[config.mk]
export PLATFORM = sky130hd
export DESIGN_NAME = booth_iter_mant_mult
export DESIGN_NICKNAME = d
export VERILOG_FILES = /design/src/rtl/booth_iter_mant_mult.sv
export SDC_FILE = /design/constraint.sdc
export NUM_CORES = 1
export LEC_CHECK = 0
export CORE_ASPECT_RATIO = 0.9
export CORE_MARGIN = 5
export CORE_UTILIZATION = 40
export CTS_CLUSTER_DIAMETER = 50
export DETAILED_ROUTE_END_ITERATION = 8
export GPL_ROUTABILITY_DRIVEN = 0
export PLACE_DENSITY = 0.72
export RECOVER_POWER = 50
export SYNTH_ARGS = -nofsm -noshare
export SYNTH_HDL_FRONTEND = slang
export SYNTH_SLANG_ARGS = --single-unit
[constraint.sdc]
create_clock -name clk -period 8.9 [get_ports clk]
set_clock_uncertainty 0.2 [all_clocks]
set_input_delay 2.67 -clock clk [delete_from_list [all_inputs] [get_ports clk]]
set_output_delay 2.67 -clock clk [all_outputs]
set_load 0.02 [all_outputs]
[src/rtl/booth_iter_mant_mult.sv]
// booth_iter_mant_mult: iterative radix-4 Booth mantissa multiplier.
// One Booth digit per enabled cycle; exponent/special-case sideband rides along.
module booth_iter_mant_mult #(
    parameter int EXP       = 5,
    parameter int MANT      = 10,
    parameter int ZERO_SKIP = 1
) (
    input  logic                    clk,
    input  logic                    rst,
    input  logic                    en,
    input  logic                    in_valid,
    output logic                    in_ready,
    input  logic [MANT:0]           mant_a_in,
    input  logic [MANT:0]           mant_b_in,
    input  logic                    sign_in,
    input  logic [EXP-1:0]          exp_a_in,
    input  logic [EXP-1:0]          exp_b_in,
    input  logic [2:0]              spe_case_a_in,
    input  logic [2:0]              spe_case_b_in,
    input  logic                    exp_eq_inf_in,
    output logic                    out_valid,
    input  logic                    out_ready,
    output logic [2*(MANT+1)-1:0]   mant_out,
    output logic                    sign_out,
    output logic [EXP-1:0]          exp_a_out,
    output logic [EXP-1:0]          exp_b_out,
    output logic [2:0]              spe_case_a_out,
    output logic [2:0]              spe_case_b_out,
    output logic                    exp_eq_inf_out
);

    localparam int MANT_IMP = MANT + 1;
    localparam int PW       = 2 * MANT_IMP;
    // multiplier width: even and at least one zero bit above the hidden bit
    localparam int MW       = ((MANT_IMP + 1) % 2 == 0) ? MANT_IMP + 1 : MANT_IMP + 2;
    localparam int N        = MW / 2;
    localparam int SW       = PW + 2;
    localparam int CW       = $clog2(N + 1);

    typedef enum logic [1:0] {
        IDLE,
        BUSY,
        DONE
    } state_t;

    state_t        state;
    state_t        state_nxt;
    logic [CW-1:0] cnt;
    logic [SW-1:0] a_sh;
    logic [SW-1:0] acc;
    logic [SW-1:0] pp;
    logic [MW-1:0] b_sh;
    logic          b_prev;
    logic          accept;
    logic          step;
    logic          zero_op;
    logic          last_digit;
    logic          acc_unused;

    assign in_ready   = en & ((state == IDLE) | ((state == DONE) & out_ready));
    assign accept     = in_ready & in_valid;
    assign out_valid  = (state == DONE);
    assign zero_op    = (ZERO_SKIP != 0) &&
                        ((mant_a_in == '0) || (mant_b_in == '0));
    assign last_digit = (cnt == CW'(N - 1));
    assign mant_out   = acc[PW-1:0];
    assign acc_unused = ^acc[SW-1:PW];

    always_ff @(posedge clk) begin
        if (rst) begin
            state <= IDLE;
        end else if (en) begin
            state <= state_nxt;
        end
    end

    always_comb begin
        state_nxt = state;
        step      = 1'b0;
        unique case (state)
            IDLE: begin
                if (accept) state_nxt = zero_op ? DONE : BUSY;
            end
            BUSY: begin
                step = en;
                if (last_digit) state_nxt = DONE;
            end
            DONE: begin
                if (accept) state_nxt = zero_op ? DONE : BUSY;
                else if (out_ready) state_nxt = IDLE;
            end
            default: state_nxt = IDLE;
        endcase
    end

    // Booth digit {b[2i+1], b[2i], b[2i-1]} selects 0, +-A or +-2A
    always_comb begin
        pp = '0;
        unique case ({b_sh[1:0], b_prev})
            3'b001, 3'b010: pp = a_sh;
            3'b011:         pp = a_sh << 1;
            3'b100:         pp = ~(a_sh << 1) + SW'(1);
            3'b101, 3'b110: pp = ~a_sh + SW'(1);
            default:        pp = '0;
        endcase
    end

    always_ff @(posedge clk) begin
        if (rst) begin
            cnt            <= '0;
            a_sh           <= '0;
            b_sh           <= '0;
            b_prev         <= 1'b0;
            acc            <= '0;
            sign_out       <= 1'b0;
            exp_a_out      <= '0;
            exp_b_out      <= '0;
            spe_case_a_out <= '0;
            spe_case_b_out <= '0;
            exp_eq_inf_out <= 1'b0;
        end else if (accept) begin
            cnt            <= '0;
            a_sh           <= {{(SW-MANT_IMP){1'b0}}, mant_a_in};
            b_sh           <= {{(MW-MANT_IMP){1'b0}}, mant_b_in};
            b_prev         <= 1'b0;
            acc            <= '0;
            sign_out       <= sign_in;
            exp_a_out      <= exp_a_in;
            exp_b_out      <= exp_b_in;
            spe_case_a_out <= spe_case_a_in;
            spe_case_b_out <= spe_case_b_in;
            exp_eq_inf_out <= exp_eq_inf_in;
        end else if (step) begin
            cnt    <= cnt + CW'(1);
            acc    <= acc + pp;
            a_sh   <= a_sh << 2;
            b_sh   <= b_sh >> 2;
            b_prev <= b_sh[1];
        end
    end

endmodule

# [Word level (Yosys, flattened, before mapping)]
# Index checks and enable logic that the tools add are counted.
[classes] n_addsub=4 eq_ne=12 n_mux=12 n_bitwise=6 reduce_logical=9
[ops] cell="24-bit one-hot mux with 4 select lines" count=1
[ops] cell="24-bit by 1-bit adder with 24-bit output (second input constant)" count=2
[ops] cell="24-bit NOT" count=2
[ops] cell="11-bit 2-to-1 mux" count=4
[ops] cell="24-bit adder" count=1
[ops] cell="11-bit logical NOT" count=2
[ops] cell="3-bit equality test (second input constant)" count=4
[ops] cell="2-bit 2-to-1 mux" count=5
[ops] cell="3-bit by 2-bit equality test with 1-bit output (second input constant)" count=2
[ops] cell="2-bit one-hot mux with 3 select lines" count=1
[ops] cell="2-bit OR reduction" count=3
[ops] cell="2-bit != test (second input constant)" count=2
[ops] cell="4-bit AND reduction" count=1
[ops] cell="3-bit by 1-bit adder with 3-bit output (second input constant)" count=1
[ops] cell="1-bit bitwise AND" count=3
[ops] cell="3-bit by 1-bit equality test with 1-bit output (second input constant)" count=1
[ops] cell="3-bit by 1-bit != test with 1-bit output (second input constant)" count=1
[ops] cell="2-bit by 1-bit equality test with 1-bit output (second input constant)" count=1
[ops] cell="2-bit equality test (second input constant)" count=1
[ops] cell="2-bit logical NOT" count=1
[ops] cell="2-bit nonzero test" count=1
[ops] cell="1-bit logical OR" count=1
[ops] cell="1-bit 2-to-1 mux" count=1
[ops] cell="1-bit OR" count=1
[totals] ff_bits=83 out_inout_bits=42 wordCells=56

# [Longest topological paths before layout]
# Gate-level depths: netlist of run 1.
[depth] depth_word=7 ltp_mapped=20 mapped_depth_nobuf=18

# [Worst setup path before layout of run 1]
# OpenSTA, ideal clock, no wires.
[synth_timing] path_type="input-to-output" start="input port out_ready" end="output port in_ready" arrival_time_ns=3.304 t_required_ns=6.030 path_slack_ns=2.726 cell_stages=2 n_path_buf=0 cell_sequence="nor2b_1 -> nor3b_1"
[synth_between] elab_chain_cells=3
[synth_rtl] item="from (decl)" line_no="22" text="input logic out_ready,"
[synth_rtl] item="1-bit bitwise AND" line_no="60" text="assign in_ready = en & ((state == IDLE) | ((state == DONE) & out_ready));"
[synth_rtl] item="1-bit OR" line_no="60"
[synth_rtl] item="1-bit bitwise AND" line_no="60"
[synth_rtl] item="to (decl)" line_no="12" text="output logic in_ready,"
# No other way between the ends.

# [Worst setup path in the final report of run 1]
[layout_timing] start="input port en" end="output port in_ready"
[layout_between] elab_chain_cells=1
[layout_rtl] item="from (decl)" line_no="10" text="input logic en,"
[layout_rtl] item="1-bit bitwise AND" line_no="60"
# No other way between the ends.

==> load_flow_metrics.sql, run 1 <==
INSERT INTO impl_metrics (metric_group, metric, value, unit) VALUES
('run_status', 'status', 'finished, violations left', ''),
('final_layout', 'final_common_cell', 'sky130_fd_sc_hd__nand2_1', ''),
('final_layout', 'fraction_of_final_layout_cells_sized_beyond_drive_strength_1', '0.0375', ''),
('sta', 'slew_viol_final', '141', ''),
('route', 'route.antenna.remaining_nets', '0', ''),
('final_layout', 'layout.cell_area.non_filler', '6520', 'µm²'),
('run_status', 'failed_checks', 'capacitance limit, slew limit', ''),
('sta', 'final_hold_vios', '0', ''),
('sta', 'final.setup.tns', '0', 'ns'),
('hold_path', 'holdPathEnd', 'spe_case_a_out[1]', ''),
('synth', 'netlist_instances', '749', ''),
('hold_path', 'startpoint_of_the_tightest_hold_check_path', 'spe_case_a_out[1]', ''),
('clock_network', 'clock_tree.htree_level_count', '3', ''),
('grt', 'grt_start_max_net_pins', '55', ''),
('hold_path', 'hold-path-cell-count', '2', ''),
('sta', 'slew_headroom', '-0.626', ''),
('clock_network', 'numClockSinks', '79', ''),
('placed_design', 'hpwlAfterDp', '10700', 'µm'),
('grt', 'grtUsageTotal', '0.193', ''),
('sta', 'finalWorstPathRequiredPeriod', '7.16', 'ns'),
('final_layout', 'leading_cell_types_in_the_layout_fill_and_taps_excluded', '162 x sky130_fd_sc_hd__nand2_1, 92 x sky130_fd_sc_hd__a21oi_1, 79 x sky130_fd_sc_hd__dfxtp_1, 56 x sky130_fd_sc_hd__nor2_1, 45 x sky130_fd_sc_hd__clkdlybuf4s50_1', ''),
('route', 'wl_per_cell', '16.0', 'µm'),
('worst_setup_path', 'r2r_setup_slack', '2.98', 'ns'),
('worst_setup_path', 'cp_data_required_time', '6.03', 'ns'),
('clock_network', 'ctsHoldBuffers', '0', ''),
('final_layout', 'post-route-util', '0.492', ''),
('clock_network', 'clk_pin_slew', '0.06', 'ns'),
('sta', 'final-setup-viol-count', '0', ''),
('synth', 'synth_enable_flop_cells', '0', ''),
('clock_network', 'cts_root_buf', 'sky130_fd_sc_hd__clkbuf_16', ''),
('grt', 'grt_antenna_before_repair', '0', ''),
('die', 'dieWidth', '132', 'µm'),
('clock_network', 'cts_inserted_buffers', '9', ''),
('power_and_ir_drop', 'power.density', '142', 'nW/µm²'),
('worst_setup_path', 'timing.critical_path.slowest_cell_delay', '0.67', 'ns'),
('die', 'io_pins', '87', ''),
('final_layout', 'areaGrowthSynthToFinish', '21.6', '%'),
('worst_setup_path', 'critical_path.reg2reg.startpoint', 'b_sh[0]', ''),
('clock_network', 'cts.path.max_buffers', '2', ''),
('die', 'start_util', '0.404', ''),
('final_layout', 'finish.net_count', '866', ''),
('synth', 'async_flop_share', '0', ''),
('power_and_ir_drop', 'vdd.ir_drop.worst', '0.0847', 'mV'),
('synth', 'seq_area_frac_synth', '0.295', ''),
('route', 'via_per_inst', '5.51', ''),
('synth', 'synth.cell_area', '5360', 'µm²'),
('worst_setup_path', 'timing.setup.critical_path_class', 'in2out', ''),
('sta', 'achievable-frequency', '140', 'MHz'),
('placed_design', 'buffer_ports.inserted', '86', ''),
('synth', 'synth_warnings', '0', ''),
('worst_setup_path', 'critical-path-slowest-cell', 'sky130_fd_sc_hd__clkdlybuf4s50_1', ''),
('synth', 'post_synth_num_cell_types', '60', ''),
('placed_design', 'detailed_place.area', '6260', 'µm²'),
('clock_network', 'cts_setup_buffers', '0', ''),
('worst_setup_path', 'crit_chain', 'dlygate4sd3_1 > nor3b_1 > clkdlybuf4s50_1', ''),
('hold_path', 'timing.hold.worst.class', 'reg2reg', ''),
('route', 'first_iter_violations', '360', ''),
('die', 'floorplan.rows', '40', ''),
('final_layout', 'fill_cells', '1297', ''),
('clock_network', 'tritoncts', 'built', ''),
('synth', 'syn-num-nets', '819', ''),
('worst_setup_path', 'worst-r2r-cell-count', '16', ''),
('power_and_ir_drop', 'leakagePower', '2.54', 'nW'),
('sta', 'grt_setup_unrepaired', 'false', ''),
('route', 'total_number_of_vias', '5339', ''),
('synth', 'synth_flop_cell', 'sky130_fd_sc_hd__dfxtp_1', ''),
('worst_setup_path', 'worst-path-max-fanout', '6', ''),
('worst_setup_path', 'worstReg2RegEnd', 'acc[19]', ''),
('route', 'drc_markers', '0', ''),
('flow_run', 'drv.max_cap_violation_count', '3', ''),
('sta', 'fin_crit_sh', '0.804', '');
[metrics by stage]
step,cells,setup slack [ns],power [mW],hold slack (ns)
2_1_floorplan,749,2.73,0.527,0.236
3_3_place_gp,953,1.84,0.589,0.241
3_5_place_dp,953,1.83,0.590,0.246
4_1_cts,969,1.82,0.932,0.254
5_1_grt,969,1.66,0.970,0.279
6_report,969,1.74,0.926,0.252
[layer usage]
| layer | part of all wire | routed length (µm) | GRT usage | vias up |
|---|---|---|---|---|
| met2 | 0.46 | 7060 | 0.301 | 145 |
| met4 | 0.012 | 182 | 0.0546 | 0 |
| li1 | - | - | - | 2745 |
| met1 | 0.48 | 7420 | 0.277 | 2435 |
| met3 | 0.053 | 824 | 0.0289 | 14 |
| met5 | 0 | 0 | 0 | - |
[area by class of cell]
class,instances,area [µm²],area share
Clock buffer,11,233,0.0357
Clock inverter,5,35.0,0.00537
Multi-Input combinational cell,597,3490,0.535
Tap cell,168,210,0.0322
Sequential cell,79,1580,0.243
Inverter,14,52.6,0.00806
Timing Repair Buffer,95,917,0.141
[worst max-delay path by stage]
stage               slack, ns  startpoint  endpoint
finish                   1.74          en  in_ready
global route             1.66          en  in_ready
CTS                      1.82          en  in_ready
detailed placement       1.83          en  in_ready
global placement         1.84          en  in_ready
floorplan                2.73   out_ready  in_ready
[sequential cells by signal, summed over array words and instances (netlist names)]
signal / flops
spe_case_b_out: 3
a_sh: 22
exp_b_out: 5
cnt: 3
state: 2
spe_case_a_out: 3
b_prev: 1
exp_eq_inf_out: 1
b_sh: 11
exp_a_out: 5
acc: 22
sign_out: 1
[critical path: cells and delay by family]
kind,cells,cell delay (ns)
buf+inv,2,1.29
simple gates,1,0.32
[power by group]
group	switching (mW)	total (mW)	internal, mW
sequential	0.0134	0.379	0.366
clock	0.152	0.341	0.189
combinational	0.121	0.206	0.0848
total	0.286	0.926	0.639
[synth_stat cells (all sizes together) (4+ instances only)]
cell type | n | area [µm²]
a21oi | 92 | 460
nor3 | 18 | 95.1
o21a | 5 | 37.5
a311oi | 11 | 96.3
o211ai | 4 | 30.0
a31oi | 9 | 56.3
ha | 24 | 300
dfxtp | 79 | 1580
nand2b | 5 | 31.3
a221oi | 4 | 35.0
xnor2 | 22 | 193
a22oi | 7 | 52.6
o31ai | 4 | 30.0
buf | 7 | 42.5
clkbuf | 52 | 195
inv | 13 | 48.8
a211oi | 11 | 82.6
nand4 | 5 | 31.3
mux2i | 4 | 40.0
nor2 | 56 | 210
nor4 | 10 | 62.6
o22ai | 4 | 25.0
nor2b | 9 | 56.3
and2 | 5 | 31.3
nand3 | 12 | 60.1
nand2 | 162 | 608
or3 | 7 | 48.8
xor2 | 17 | 149
o21ai | 42 | 210
a21o | 10 | 75.1
[cell families after synthesis]
logic type      share of synthesized area
compound gates                      0.251
xor+xnor                           0.0637
fa+ha+maj                          0.0597
buf+inv                            0.0541
flops                               0.295
mux                                0.0250
simple gates                        0.252
Note: power is estimated with default switching activity, not from simulation.
==> run 2: changes to the inputs <==
--- a/config.mk
+++ b/config.mk
@@ -11,7 +11,7 @@
 export CTS_CLUSTER_DIAMETER = 50
 export DETAILED_ROUTE_END_ITERATION = 8
 export GPL_ROUTABILITY_DRIVEN = 0
-export PLACE_DENSITY = 0.72
+export PLACE_DENSITY = 0.74
 export RECOVER_POWER = 50
 export SYNTH_ARGS = -nofsm -noshare
 export SYNTH_HDL_FRONTEND = slang
==> constraint.sdc (replaced) <==
create_clock -name clk -period 6.5 [get_ports clk]
set_clock_uncertainty 0.2 [all_clocks]
set_input_delay 1.95 -clock clk [delete_from_list [all_inputs] [get_ports clk]]
set_output_delay 1.95 -clock clk [all_outputs]
set_load 0.02 [all_outputs]
==> run 2 against run 1 <==
Compared with the run above: the flow still finishes with violations (capacitance limit, slew limit); sequential cell count unchanged; core utilization increased by 0.41 points; non-clock buffer count unchanged; design area increased by 0.83%; setup slack got worse by 1.0 ns; register-to-register slack got worse by 1.4 ns; critical path depth unchanged; first-iteration DRC count increased by 5.8%; die area unchanged; worst hold slack got worse by 0.0033 ns; count of clock-buffer cells in the layout unchanged; final cell count unchanged.
==> load_flow_metrics.sql, run 2 (synthesis results as in run 1) <==
INSERT INTO impl_metrics (metric_group, metric, value, unit) VALUES
('run_status', 'status', 'finished, violations left', ''),
('run_status', 'failed_checks', 'capacitance limit, slew limit', ''),
('clock_network', 'ctsHoldBuffers', '0', ''),
('sta', 'final.setup.tns', '0', 'ns'),
('worst_setup_path', 'setup.worst_path.start_class', 'input port', ''),
('clock_network', 'clock_latency', '0.35', 'ns'),
('clock_network', 'cts_inserted_buffers', '9', ''),
('route', 'routed_length_on_met3', '734', 'µm'),
('sta', 'slew_headroom', '-0.396', ''),
('clock_network', 'cts_setup_buffers', '0', ''),
('final_layout', 'leading_cell_types_in_the_layout_fill_and_taps_excluded', '162 x sky130_fd_sc_hd__nand2_1, 92 x sky130_fd_sc_hd__a21oi_1, 79 x sky130_fd_sc_hd__dfxtp_1, 56 x sky130_fd_sc_hd__nor2_1, 45 x sky130_fd_sc_hd__clkdlybuf4s50_1', ''),
('route', 'route.antenna.remaining_nets', '0', ''),
('worst_setup_path', 'worst_setup_path_end_kind', 'primary output', ''),
('placed_design', 'hpwlAfterDp', '11000', 'µm'),
('flow_run', 'drv.max_cap_violation_count', '1', ''),
('sta', 'worst_slew_pin_slew', '2.09', 'ns'),
('clock_network', 'postCtsResizedCells', '0', ''),
('route', 'drc_markers', '0', ''),
('final_layout', 'post_layout_nonfiller_instances', '969', ''),
('grt', 'global_route_wire_length_before_repair', '25300', 'µm'),
('worst_setup_path', 'cp_data_required_time', '4.35', 'ns'),
('route', 'routed_wl', '15400', 'µm'),
('route', 'routed-wl-met2', '7210', 'µm'),
('final_layout', 'areaGrowthSynthToFinish', '22.6', '%'),
('die', 'core_area', '13300', 'µm²'),
('sta', 'final_hold_vios', '0', ''),
('worst_setup_path', 'worst-path-max-fanout', '6', ''),
('placed_design', 'buffer_ports.inserted', '86', ''),
('clock_network', 'numClockSinks', '79', ''),
('die', 'start_util', '0.404', ''),
('worst_setup_path', 'crit_arrival', '3.60', 'ns'),
('grt', 'grtUsageTotal', '0.193', ''),
('sta', 'final-setup-viol-count', '0', ''),
('final_layout', 'final_common_cell', 'sky130_fd_sc_hd__nand2_1', ''),
('grt', 'grt_start_max_net_pins', '48', ''),
('final_layout', 'antenna_cells', '0', ''),
('die', 'floorplan.die_area', '15800', 'µm²'),
('clock_network', 'clock_tree.htree_level_count', '3', ''),
('grt', 'first_global_vias', '4941', ''),
('sta', 'fin_crit_sh', '0.885', ''),
('hold_path', 'timing.hold.worst.class', 'reg2reg', ''),
('route', 'detail_route.first_pass.iterations', '5', ''),
('worst_setup_path', 'timing.setup.critical_path_class', 'in2out', ''),
('clock_network', 'cts.path.max_buffers', '2', ''),
('route', 'total_number_of_vias', '5421', ''),
('grt', 'grt.overflow.total', '0', ''),
('sta', 'grt_setup_unrepaired', 'false', ''),
('die', 'floorplan.rows', '40', ''),
('route', 'first_iter_violations', '381', ''),
('power_and_ir_drop', 'leakagePower', '2.58', 'nW'),
('die', 'dieWidth', '132', 'µm'),
('grt', 'grt_antenna_before_repair', '0', ''),
('final_layout', 'largestRegisters', 'a_sh: 22 flops, acc: 22 flops, b_sh: 11 flops', ''),
('sta', 'finalWorstPathRequiredPeriod', '5.75', 'ns'),
('route', 'wl_per_cell', '15.9', 'µm'),
('power_and_ir_drop', 'power.density', '205', 'nW/µm²'),
('route', 'topRoutingLayerUsed', 'met4', ''),
('sta', 'slew_viol_final', '39', ''),
('power_and_ir_drop', 'vdd.ir_drop.worst', '0.148', 'mV'),
('sta', 'achievable-frequency', '174', 'MHz'),
('route', 'route.layer.met1.wl', '7190', 'µm'),
('die', 'io_pins', '87', ''),
('final_layout', 'fraction_of_final_layout_cells_sized_beyond_drive_strength_1', '0.0387', ''),
('final_layout', 'finish.net_count', '866', ''),
('clock_network', 'cts_root_buf', 'sky130_fd_sc_hd__clkbuf_16', ''),
('die', 'dieHeight', '120', 'µm'),
('clock_network', 'tritoncts', 'built', ''),
('route', 'via_per_inst', '5.59', ''),
('placed_design', 'placed_cells', '953', ''),
('clock_network', 'clk_pin_slew', '0.06', 'ns');
## run 2: cell count changes in the layout (fill, tap and decap cells not counted), sizes merged
cell | previous run | this run
clkbuf | 14 | 12
buf | 6 | 8
bufinv | 0 | 2
clkinvlp | 4 | 0
clkinv | 2 | 4
## run 2: final timing paths
path,end,start,slack (ns),depth (start not counted)
setup / recovery,in_ready,en,0.75,3
hold / removal,exp_b_out[2],exp_b_out[2],0.25,2
setup reg to reg,acc[21],a_sh[0],1.55,17
hold reg to reg,exp_b_out[2],exp_b_out[2],0.25,2
## run 2: power by group
group / switching, mW / internal (mW) / leakage [nW]
logic: 0.165 / 0.116 / 1.78
registers: 0.0188 / 0.501 / 0.642
clock network: 0.206 / 0.337 / 0.154
total: 0.390 / 0.955 / 2.58
## run 2: routing by layer
| metal | global-route usage | up-vias |
|---|---|---|
| met2 | 0.299 | 147 |
| met5 | 0 | - |
| li1 | - | 2738 |
| met1 | 0.268 | 2514 |
| met3 | 0.0298 | 22 |
| met4 | 0.0803 | 0 |
## run 2: critical path: stages
cell and delay [ns]:
sky130_fd_sc_hd__dlygate4sd3_1 0.63, sky130_fd_sc_hd__nor3b_1 0.34, sky130_fd_sc_hd__clkdlybuf4s50_1 0.68
## run 2: area by class of cell
cell class                      instances  area (µm²)
Clock buffer                           11         233
Clock inverter                          5        82.6
Fill cell                            1285        6690
Inverter                               14        52.6
Multi-Input combinational cell        597        3490
Sequential cell                        79        1580
Tap cell                              168         210
Timing Repair Buffer                   95         925
## run 2: per-stage QoR
step	worst slack [ns]	power (mW)	utilization	hold slack (ns)	instance area, µm²
6_report	0.746	1.34	0.496	0.248	6570
5_1_grt	0.669	1.40	0.496	0.271	6570
4_1_cts	0.820	1.35	0.496	0.255	6580
3_5_place_dp	0.826	0.809	0.472	0.247	6260
3_3_place_gp	0.862	0.806	0.472	0.241	6260
2_1_floorplan	1.77	0.721	-	0.236	5360
==> run 3: changes to the inputs <==
==> config.mk (replaced) <==
export PLATFORM = sky130hd
export DESIGN_NAME = booth_iter_mant_mult
export DESIGN_NICKNAME = d
export VERILOG_FILES = /design/src/rtl/booth_iter_mant_mult.sv
export SDC_FILE = /design/constraint.sdc
export NUM_CORES = 1
export LEC_CHECK = 0
export CELL_PAD_IN_SITES_DETAIL_PLACEMENT = 2
export CELL_PAD_IN_SITES_GLOBAL_PLACEMENT = 2
export CORE_ASPECT_RATIO = 0.9
export CORE_MARGIN = 5
export CORE_UTILIZATION = 27
export CTS_CLUSTER_DIAMETER = 50
export DETAILED_ROUTE_END_ITERATION = 8
export GPL_ROUTABILITY_DRIVEN = 1
export PLACE_DENSITY = 0.85
export SYNTH_ARGS = -nofsm -noshare
export SYNTH_HDL_FRONTEND = slang
export SYNTH_SLANG_ARGS = --single-unit
==> run 3 against run 2 <==
Compared with the run above: the run now ends clean; sequential cell count unchanged; combinational power increased by 7.8%; non-clock buffer count increased by 2; critical path depth unchanged; register-to-register slack got worse by 0.21 ns; sequential share of layout area decreased by 0.22 points; count of clock-buffer cells in the layout decreased by 1; global-route usage decreased by 0.53 points; worst hold slack improved by 0.0080 ns; power decreased by 3.2%; design area increased by 0.93%; die area increased by 44%.
==> load_flow_metrics.sql, run 3 (synthesis results as in run 1) <==
INSERT INTO impl_metrics (metric_group, metric, value, unit) VALUES
('die', 'dieWidth', '159', 'µm'),
('sta', 'final_hold_vios', '0', ''),
('route', 'drc_markers', '0', ''),
('clock_network', 'ctsHoldBuffers', '0', ''),
('route', 'routed_wl', '21200', 'µm'),
('power_and_ir_drop', 'vdd.ir_drop.worst', '0.123', 'mV'),
('clock_network', 'cts.path.max_buffers', '2', ''),
('route', 'total_number_of_vias', '5668', ''),
('sta', 'achievable-frequency', '175', 'MHz'),
('final_layout', 'areaGrowthSynthToFinish', '23.8', '%'),
('final_layout', 'finish.net_count', '868', ''),
('grt', 'grt.overflow.total', '0', ''),
('hold_path', 'timing.hold.worst.class', 'reg2reg', ''),
('clock_network', 'tritoncts', 'built', ''),
('sta', 'slew_viol_final', '0', ''),
('sta', 'worst_slew_pin_slew', '0.891', 'ns'),
('die', 'floorplan.die_area', '22800', 'µm²'),
('worst_setup_path', 'worst-path-max-fanout', '6', ''),
('sta', 'final.setup.tns', '0', 'ns'),
('die', 'floorplan.rows', '48', ''),
('grt', 'global_route_wire_length_before_repair', '34100', 'µm'),
('grt', 'grt_start_max_net_pins', '45', ''),
('flow_run', 'drv.max_cap_violation_count', '0', ''),
('clock_network', 'numClockSinks', '79', ''),
('final_layout', 'fraction_of_final_layout_cells_sized_beyond_drive_strength_1', '0.0424', ''),
('die', 'io_pins', '87', ''),
('clock_network', 'clock_latency', '0.35', 'ns'),
('sta', 'fin_crit_sh', '0.878', ''),
('clock_network', 'cts_inserted_buffers', '9', ''),
('power_and_ir_drop', 'totalPowerFinal', '1.30', 'mW'),
('clock_network', 'clock_tree.htree_level_count', '3', ''),
('clock_network', 'postCtsResizedCells', '0', ''),
('route', 'detail_route.first_pass.iterations', '4', ''),
('power_and_ir_drop', 'leakagePower', '2.43', 'nW'),
('route', 'first_iter_violations', '326', ''),
('die', 'start_util', '0.277', ''),
('die', 'dieHeight', '144', 'µm'),
('worst_setup_path', 'timing.setup.critical_path_class', 'in2out', ''),
('final_layout', 'final_common_cell', 'sky130_fd_sc_hd__nand2_1', ''),
('clock_network', 'cts_setup_buffers', '0', ''),
('worst_setup_path', 'crit_arrival', '3.56', 'ns'),
('power_and_ir_drop', 'power.density', '196', 'nW/µm²'),
('placed_design', 'buffer_ports.inserted', '86', ''),
('sta', 'slew_headroom', '0.406', ''),
('final_layout', 'largestRegisters', 'a_sh: 22 flops, acc: 22 flops, b_sh: 11 flops', ''),
('final_layout', 'leading_cell_types_in_the_layout_fill_and_taps_excluded', '162 x sky130_fd_sc_hd__nand2_1, 92 x sky130_fd_sc_hd__a21oi_1, 86 x sky130_fd_sc_hd__clkdlybuf4s50_1, 79 x sky130_fd_sc_hd__dfxtp_1, 56 x sky130_fd_sc_hd__nor2_1', ''),
('sta', 'grt_setup_unrepaired', 'false', ''),
('grt', 'grtUsageTotal', '0.188', ''),
('worst_setup_path', 'setup.worst_path.start_class', 'input port', ''),
('placed_design', 'hpwlAfterDp', '15200', 'µm'),
('clock_network', 'cts_root_buf', 'sky130_fd_sc_hd__clkbuf_16', ''),
('worst_setup_path', 'cp_data_required_time', '4.35', 'ns'),
('route', 'via_per_inst', '5.39', ''),
('sta', 'final-setup-viol-count', '0', ''),
('grt', 'grt_antenna_before_repair', '1', ''),
('final_layout', 'antenna_cells', '0', ''),
('worst_setup_path', 'worst_setup_path_end_kind', 'primary output', ''),
('die', 'core_area', '19300', 'µm²'),
('clock_network', 'clk_pin_slew', '0.06', 'ns'),
('route', 'route.antenna.remaining_nets', '0', ''),
('run_status', 'status', 'finished clean', ''),
('final_layout', 'fill_cells', '2296', ''),
('route', 'wl_per_cell', '20.1', 'µm'),
('placed_design', 'finalWeightedCongestion', '0.843', ''),
('sta', 'finalWorstPathRequiredPeriod', '5.71', 'ns'),
('grt', 'first_global_vias', '6130', '');
## run 3: power by group
part / switching, mW / internal, mW
clock: 0.223 / 0.254
sequential: 0.0207 / 0.501
combinational: 0.183 / 0.120
## run 3: worst paths after layout
check | endpoint | startpoint | slack (ns) | depth (start not counted)
setup / recovery | in_ready | en | 0.79 | 3
hold / removal | sign_out | sign_out | 0.26 | 2
setup reg to reg | acc[19] | a_sh[1] | 1.34 | 17
hold reg to reg | sign_out | sign_out | 0.26 | 2
## run 3: area by class of cell
cell class                      instances  area, µm²  area share
Clock inverter                          4       25.0     0.00377
Tap cell                              250        313      0.0471
Timing Repair Buffer                   97        943       0.142
Sequential cell                        79       1580       0.238
Multi-Input combinational cell        597       3490       0.526
Clock buffer                           10        229      0.0345
Inverter                               14       52.6     0.00792
## run 3: worst max-delay path, stage by stage
cell,delay [ns]
sky130_fd_sc_hd__clkdlybuf4s50_1,0.57
sky130_fd_sc_hd__nor3b_1,0.35
sky130_fd_sc_hd__clkdlybuf4s50_1,0.68
## run 3: per-layer routing
metal / GRT usage / up-vias / routed length [µm]
li1: - / 2751 / -
met4: 0.0485 / 2 / 354
met2: 0.311 / 67 / 10300
met5: 0 / - / 13
met1: 0.257 / 2823 / 9960
met3: 0.0289 / 25 / 546
## run 3: through the flow
step | setup slack (ns) | util | hold slack (ns) | cells | cell area, µm²
2_1_floorplan | 1.77 | - | 0.236 | 749 | 5360
3_3_place_gp | 0.867 | 0.330 | 0.242 | 1037 | 6380
3_5_place_dp | 0.811 | 0.330 | 0.249 | 1037 | 6380
4_1_cts | 0.806 | 0.343 | 0.258 | 1051 | 6640
5_1_grt | 0.735 | 0.343 | 0.277 | 1051 | 6640
6_report | 0.791 | 0.343 | 0.256 | 1051 | 6640
